**src/rtl/ram_dma_if.sv**
```systemverilog
// Bus bundle between a RAM DMA engine and its requester/RAM side.
// master: drives the transfer request (start/op/src/dst/len/fill_val/abort)
//         and the RAM read data (mem_out); observes status and RAM controls.
// slave : the DMA engine; observes the request and mem_out, drives
//         busy/done/words_done and the RAM controls (mem_address/mem_load/mem_in).
interface ram_dma_if #(
  parameter int ADDR_W = 16
);
  logic                     start;
  logic                     op;
  logic        [ADDR_W-1:0] src;
  logic        [ADDR_W-1:0] dst;
  logic        [ADDR_W-1:0] len;
  logic signed [15:0]       fill_val;
  logic                     abort;
  logic                     busy;
  logic                     done;
  logic        [ADDR_W-1:0] words_done;
  logic        [15:0]       mem_address;
  logic                     mem_load;
  logic signed [15:0]       mem_in;
  logic signed [15:0]       mem_out;

  modport master (
    output start, op, src, dst, len, fill_val, abort, mem_out,
    input  busy, done, words_done, mem_address, mem_load, mem_in
  );

  modport slave (
    input  start, op, src, dst, len, fill_val, abort, mem_out,
    output busy, done, words_done, mem_address, mem_load, mem_in
  );
endinterface

```
**src/rtl/ram_dma.sv**
```systemverilog
// RAM DMA engine: copies len words from src to dst (2 cycles/word) or fills
// len words at dst with fill_val (1 cycle/word) in ascending address order.
// Ports:
//   clk   - clock, all state changes on the rising edge
//   rst_n - asynchronous active-low reset
//   bus   - ram_dma_if.slave: request, status and RAM port signals
// Every output is a register; nothing combinational reaches busy/done/mem_*.
//
// state | meaning
// IDLE  | waiting for start
// READ  | source word presented on mem_address, captured at the edge
// WRITE | destination word written at the edge
// DONE  | one-cycle completion pulse
module ram_dma #(
  parameter int ADDR_W = 16
) (
  input logic       clk,
  input logic       rst_n,
  ram_dma_if.slave  bus
);
  typedef enum logic [1:0] {IDLE, READ, WRITE, DONE} state_t;

  state_t                   state;
  logic                     op_r;
  logic        [ADDR_W-1:0] src_ptr;
  logic        [ADDR_W-1:0] dst_ptr;
  logic        [ADDR_W-1:0] len_r;
  logic        [ADDR_W-1:0] words_done;
  logic        [ADDR_W-1:0] wd_next;
  logic        [ADDR_W-1:0] src_nxt;
  logic        [ADDR_W-1:0] dst_nxt;
  logic                     busy;
  logic                     done;
  logic        [15:0]       mem_address;
  logic                     mem_load;
  logic signed [15:0]       mem_in;

  assign wd_next = words_done + ADDR_W'(1);
  assign src_nxt = src_ptr + ADDR_W'(1);
  assign dst_nxt = dst_ptr + ADDR_W'(1);

  assign bus.busy        = busy;
  assign bus.done        = done;
  assign bus.words_done  = words_done;
  assign bus.mem_address = mem_address;
  assign bus.mem_load    = mem_load;
  assign bus.mem_in      = mem_in;

  // mem_in doubles as the data holding register: it is loaded only when
  // entering WRITE (read word for copy, fill word for fill) and otherwise holds.
  always_ff @(posedge clk or negedge rst_n) begin
    if (!rst_n) begin
      state       <= IDLE;
      op_r        <= 1'b0;
      src_ptr     <= '0;
      dst_ptr     <= '0;
      len_r       <= '0;
      words_done  <= '0;
      busy        <= 1'b0;
      done        <= 1'b0;
      mem_address <= '0;
      mem_load    <= 1'b0;
      mem_in      <= '0;
    end else begin
      done <= 1'b0;
      case (state)
        IDLE: begin
          if (bus.start) begin
            op_r       <= bus.op;
            src_ptr    <= bus.src;
            dst_ptr    <= bus.dst;
            len_r      <= bus.len;
            words_done <= '0;
            if (bus.len == '0) begin
              state <= DONE;
              done  <= 1'b1;
            end else if (bus.op) begin
              state       <= WRITE;
              busy        <= 1'b1;
              mem_load    <= 1'b1;
              mem_address <= 16'(bus.dst);
              mem_in      <= bus.fill_val;
            end else begin
              state       <= READ;
              busy        <= 1'b1;
              mem_address <= 16'(bus.src);
            end
          end
        end
        READ: begin
          if (bus.abort) begin
            state <= IDLE;
            busy  <= 1'b0;
          end else begin
            state       <= WRITE;
            mem_load    <= 1'b1;
            mem_address <= 16'(dst_ptr);
            mem_in      <= bus.mem_out;
          end
        end
        WRITE: begin
          // The write presented this cycle lands at this edge even on abort,
          // so it is always counted.
          words_done <= wd_next;
          src_ptr    <= src_nxt;
          dst_ptr    <= dst_nxt;
          if (bus.abort) begin
            state    <= IDLE;
            busy     <= 1'b0;
            mem_load <= 1'b0;
          end else if (wd_next == len_r) begin
            state    <= DONE;
            busy     <= 1'b0;
            mem_load <= 1'b0;
            done     <= 1'b1;
          end else if (op_r) begin
            mem_address <= 16'(dst_nxt);
          end else begin
            state       <= READ;
            mem_load    <= 1'b0;
            mem_address <= 16'(src_nxt);
          end
        end
        DONE: state <= IDLE;
        default: state <= IDLE;
      endcase
    end
  end
endmodule

```
**src/flat_wrapper.sv**
```systemverilog
// flat-port wrapper written by rule: the top's interface ports become plain ports
module ram_dma_flat 
#(
  parameter int ADDR_W = 16
)
  (clk, rst_n, bus_start, bus_op, bus_src, bus_dst, bus_len, bus_fill_val, bus_abort, bus_mem_out, bus_busy, bus_done, bus_words_done, bus_mem_address, bus_mem_load, bus_mem_in);
  ram_dma_if #(.ADDR_W(ADDR_W)) bus_i ();
  input logic clk;
  input logic rst_n;
  input wire logic [$bits(bus_i.start)-1:0] bus_start;
  input wire logic [$bits(bus_i.op)-1:0] bus_op;
  input wire logic [$bits(bus_i.src)-1:0] bus_src;
  input wire logic [$bits(bus_i.dst)-1:0] bus_dst;
  input wire logic [$bits(bus_i.len)-1:0] bus_len;
  input wire logic [$bits(bus_i.fill_val)-1:0] bus_fill_val;
  input wire logic [$bits(bus_i.abort)-1:0] bus_abort;
  input wire logic [$bits(bus_i.mem_out)-1:0] bus_mem_out;
  output wire logic [$bits(bus_i.busy)-1:0] bus_busy;
  output wire logic [$bits(bus_i.done)-1:0] bus_done;
  output wire logic [$bits(bus_i.words_done)-1:0] bus_words_done;
  output wire logic [$bits(bus_i.mem_address)-1:0] bus_mem_address;
  output wire logic [$bits(bus_i.mem_load)-1:0] bus_mem_load;
  output wire logic [$bits(bus_i.mem_in)-1:0] bus_mem_in;
  assign bus_i.start = bus_start;
  assign bus_i.op = bus_op;
  assign bus_i.src = bus_src;
  assign bus_i.dst = bus_dst;
  assign bus_i.len = bus_len;
  assign bus_i.fill_val = bus_fill_val;
  assign bus_i.abort = bus_abort;
  assign bus_i.mem_out = bus_mem_out;
  assign bus_busy = bus_i.busy;
  assign bus_done = bus_i.done;
  assign bus_words_done = bus_i.words_done;
  assign bus_mem_address = bus_i.mem_address;
  assign bus_mem_load = bus_i.mem_load;
  assign bus_mem_in = bus_i.mem_in;
  ram_dma #(.ADDR_W(ADDR_W)) u_core (.clk(clk), .rst_n(rst_n), .bus(bus_i));
endmodule
```
**config.mk**
```make
export PLATFORM = sky130hd
export DESIGN_NAME = ram_dma_flat
export DESIGN_NICKNAME = d
export VERILOG_FILES = /design/src/rtl/ram_dma_if.sv /design/src/rtl/ram_dma.sv /design/src/flat_wrapper.sv
export SDC_FILE = /design/constraint.sdc
export NUM_CORES = 1
export LEC_CHECK = 0
export CAP_MARGIN = 10
export CELL_PAD_IN_SITES_DETAIL_PLACEMENT = 1
export CELL_PAD_IN_SITES_GLOBAL_PLACEMENT = 1
export CORE_ASPECT_RATIO = 1.2
export CORE_MARGIN = 2
export CORE_UTILIZATION = 40
export DETAILED_ROUTE_END_ITERATION = 10
export PLACE_DENSITY = 0.92
export SLEW_MARGIN = 40
export SYNTH_ARGS = -nofsm -noshare
export SYNTH_HDL_FRONTEND = slang
export SYNTH_SLANG_ARGS = --single-unit
```
**constraint.sdc**
```tcl
create_clock -name clk -period 7.5 [get_ports clk]
set_input_delay 0.75 -clock clk [delete_from_list [all_inputs] [get_ports clk]]
set_output_delay 0.75 -clock clk [all_outputs]
set_load 0.01 [all_outputs]
```
# [After elaboration in Yosys (flattened, before gate mapping)]
# Cells that the tools add are included.
[op_classes] n_addsub=3 n_eq_ne=13 mux=46 reduce_logical=12
[ops] op="$mux 16" n=14
[ops] op="$pmux 16 s2" n=4
[ops] op="$add 16x1->16 const B" n=3
[ops] op="$pmux 16 s3" n=1
[ops] op="$eq 16x16->1" n=1
[ops] op="$logic_not 16->1" n=1
[ops] op="$mux 1" n=16
[ops] op="$mux 2" n=7
[ops] op="$ne 2x2->1 const B" n=7
[ops] op="$reduce_and 6->1" n=2
[ops] op="$reduce_and 5->1" n=2
[ops] op="$pmux 2 s4" n=1
[ops] op="$pmux 1 s3" n=2
[ops] op="$reduce_and 2->1" n=3
[ops] op="$eq 2x2->1 const B" n=2
[ops] op="$ne 4x4->1 const B" n=1
[ops] op="$reduce_bool 2->1" n=2
[ops] op="$ne 3x2->1 const B" n=1
[ops] op="$reduce_bool 3->1" n=1
[ops] op="$eq 2x1->1 const B" n=1
[ops] op="$logic_not 2->1" n=1
[ops] op="$pmux 1 s2" n=1
[totals] in_bits=85 reg_bits=102 elab_cells=85

# [Depth between registers and ports, before layout]
[logic_depth] ltp_word=5 depth_mapped=10

# [Worst setup path after synthesis]
# OpenSTA, ideal clock, no wires.
[synth_path] kind="reg-to-reg" from="register u_core.words_done[0], in the netlist u_core.bus.words_done[0]" to="register u_core.mem_address[10], in the netlist u_core.bus.mem_address[10]" arrival_time_ns=2.677 required_ns=7.375 path_slack_ns=4.698 path_stages_with_launch=10 setup_ns=0.125 path_buffers=1 path_cell_list="dfrtp_1 ha_1 nand2_2 nor4_2 nor4_1 or4_4 and4b_4 a21oi_4 buf_12 mux2_4"
[synth_via] elab_chain_cells=4
[synth_rtl] item="from (decl)" line_no="ram_dma.sv:28" rtl="logic [ADDR_W-1:0] words_done;"
[synth_rtl] item="from (signal assigned)" line_no="ram_dma.sv:104" rtl="words_done <= wd_next;"
[synth_rtl] item="$add 16x1->16" line_no="ram_dma.sv:38" rtl="assign wd_next = words_done + ADDR_W'(1);"
[synth_rtl] item="$eq 16x16->1" line_no="ram_dma.sv:111" rtl="end else if (wd_next == len_r) begin"
[synth_rtl] item="$ne 2x2->1 (no source line)"
[synth_rtl] item="$reduce_and 6->1 (no source line)"
[synth_rtl] item="to (signal assigned)" line_no="ram_dma.sv:97" rtl="mem_address <= 16'(dst_ptr);"
[synth_rtl] item="to (signal assigned)" line_no="ram_dma.sv:117" rtl="mem_address <= 16'(dst_nxt);"
[synth_rtl] item="to (signal assigned)" line_no="ram_dma.sv:121" rtl="mem_address <= 16'(src_nxt);"
[synth_rtl] item="to (decl)" line_no="ram_dma.sv:34" rtl="logic [15:0] mem_address;"
# No other way between the ends.
# A chain may end at the register's enable or synchronous reset.

# [Worst setup path in the final report]
[layout_path] from="register u_core.words_done[0], in the netlist u_core.bus.words_done[0]" to="register u_core.mem_address[1], in the netlist u_core.bus.mem_address[1]"
# Same word-level chain as after synthesis.

==> metrics.cfg <==
[setup_path]
cp-start-kind=register
required_ns=7.74
cp.arrival_ns=3.58
rr_worst_depth=8
endpoint_kind=register
path_class=reg -> reg
critPathMaxFanout=16

[final_layout]
area_growth_pct=26.5
final_cells=1054
nFillCells=1910
final-seq-area_um2=2550
drive_above_1_share_pct=9.26
multi_input_area_um2=3760
final_area_um2=8350
fin_nets=930
insertedDiodeCount=0

[place]
placed_area_um2=8020
place.gp.congestion=0.888
dp_slack_ns=4.11
port_buffers=135
dp.cells=1039
place_hpwl_mm=14.5

[synthesis]
synthTopCellsByArea=dfrtp_1 (39%), a21oi_1 (5.8%), mux2i_1 (5.8%)
yosys.area.top_type=dfrtp_1
netlist_top_cells_count=dfrtp_1 (102), a21oi_1 (77), nor2_1 (68), nand2_1 (66), o21ai_0 (50)
synth_most_common_cell=dfrtp_1
synth_top_cell_area_share_pct=38.7
avgSynthCellArea_um2=8.97
synth_ff_type=dfrtp_1
seq_area_frac_synth_pct=38.7
synthCells=736
synth_edf_count=0
synth.cell_area_um2=6600
synthArstFlopShare_pct=100
yosys_warnings=0
synth_cell_types=67
synth-seq-cells=102
synth_nets=828

[routing]
met1_length_mm=8.44
drtIter0Drc=315
dr.max_layer_used=met4
avgRoutedWirePerCell_um=19.7
met2_length_mm=10.9
drtPass1Iterations=5
wl_mm=20.8
drc=0
route.met3.wl_um=990
vias=6117
drtAntennaViolNets=0
via_per_inst=5.80

[global_routing]
grt_pass1_wl_mm=33.3
grt_pass1_vias=6357
grt_overflow=0
grt_max_degree=89
grt_use_total_pct=24.1
antenna_found_initial=0

[cts]
tritoncts=done
cts-root-buf=clkbuf_16
cts.repair.resized=0
cts.path.max_buffers=2
cts_sinks=102
holdBufCountCts=0
post_cts_buffers=0
clk_pin_slew_ns=0.07
htree_levels=3
numCtsBuffers=9
clk_latency_ns=0.36

[floorplan]
boundaryPins=136
die_area_um2=17500
core_um2=16200
die_x_um=121
start_util_pct=40.7
die_h_um=145
fp-row-count=51

[timing]
finalWorstSetupSlack_ns=4.16
finalHoldViolations=0
worst_pin_slew_ns=0.816
fmax_ghz=0.300
slew_violations=0
relSlewSlack_pct=45.5
finalClockSkew_ns=0.0117
finalSetupTns_ns=0
finalCritPeriodShare_pct=44.5
whs_ns=0.446
setup_viol=0
period_needed_ns=3.34
rsz0062_at_grt=no

[flow_run]
maxCapViolCount=0

[run_status]
status=complete, no violations

[power_and_ir_drop]
ir_drop_uv=178
power_density_nw_per_um2=391
leakagePower_nw=3.25

[hold_path]
worstHoldPathType=in -> async

==> worst max-delay path: stages (launching register included) <==
cell and delay [ns]:
dfrtp_1 0.47, ha_1 0.33, nand2_2 0.14, nor4_2 0.38, nor4_1 0.09, or4_4 0.51
and4b_4 0.23, a21oi_4 0.66, mux2_2 0.41
==> sequential cells by signal (all words and copies together), names as in the netlist, 2 cells and up <==
| signal | count |
|---|---|
| u_core.bus.mem_address | 16 |
| u_core.bus.mem_in | 16 |
| u_core.bus.words_done | 16 |
| u_core.dst_ptr | 16 |
| u_core.len_r | 16 |
| u_core.src_ptr | 16 |
| u_core.state | 2 |
==> metal layers <==
layer / up-vias / global-route usage [%]
li1: 2874 / -
met4: 0 / 8.41
met2: 171 / 44.0
met5: - / 0
met3: 36 / 4.90
met1: 3036 / 28.1
==> worst paths after layout <==
check	from	end	slack, ns
setup / recovery	u_core.bus.words_done[0]	u_core.bus.mem_address[1]	4.16
min in group clk	u_core.src_ptr[15]	u_core.src_ptr[15]	0.51
max in group asynchronous	rst_n	u_core.op_r	5.85
hold / removal	rst_n	u_core.bus.mem_address[11]	0.45
hold reg to reg	u_core.src_ptr[15]	u_core.src_ptr[15]	0.51
setup reg to reg	u_core.bus.words_done[0]	u_core.bus.mem_address[1]	4.16
==> layout make-up <==
cell class,count,share of cell area [%]
multi-input combinational,571,45.0
timing repair buffer,142,16.8
tap,212,3.18
sequential,102,30.6
inverter,12,0.539
clock buffer,10,2.86
clock inverter,5,1.00
==> cell usage in the layout (no fill, tap or decap), types with 5 or more instances in the layout <==
cell	synthesis	layout
clkdlybuf4s50_1	0	134
dfrtp_1	102	101
a21oi_1	77	76
nor2_1	68	68
nand2_1	66	64
o21ai_0	50	49
mux2i_1	38	38
nand3_1	34	34
xor2_1	25	25
mux2_2	24	24
xnor2_1	20	20
a31oi_1	16	16
o22ai_1	14	14
inv_1	12	12
nand4_1	10	10
o221ai_1	10	10
nor2b_1	9	9
mux2_4	9	9
clkbuf_16	0	9
and3_1	7	7
buf_4	3	7
nor4_1	6	6
or3_1	6	6
a211oi_1	6	6
o31ai_1	5	5
ha_1	7	5
==> logic make-up after synthesis <==
group,synth area share [%]
simple gates,18.0
compound gates,18.9
flops,38.7
mux,11.9
buf+inv,4.87
xor+xnor,6.31
fa+ha+maj,1.33
==> stage by stage <==
stage	power (mW)	util [%]
after floorplan	2.15	-
after global placement	2.64	49.4
after detailed placement	2.73	49.5
after CTS	3.28	51.5
after global routing	3.50	51.5
final	3.27	51.5
==> power by group <==
group | internal, mW | total [mW] | switching (mW)
sequential | 0.790 | 1.06 | 0.268
clock | 0.301 | 0.521 | 0.220
combinational | 0.792 | 1.69 | 0.896
total | 1.88 | 3.27 | 1.38
Note: power is estimated with default switching activity, not from simulation.
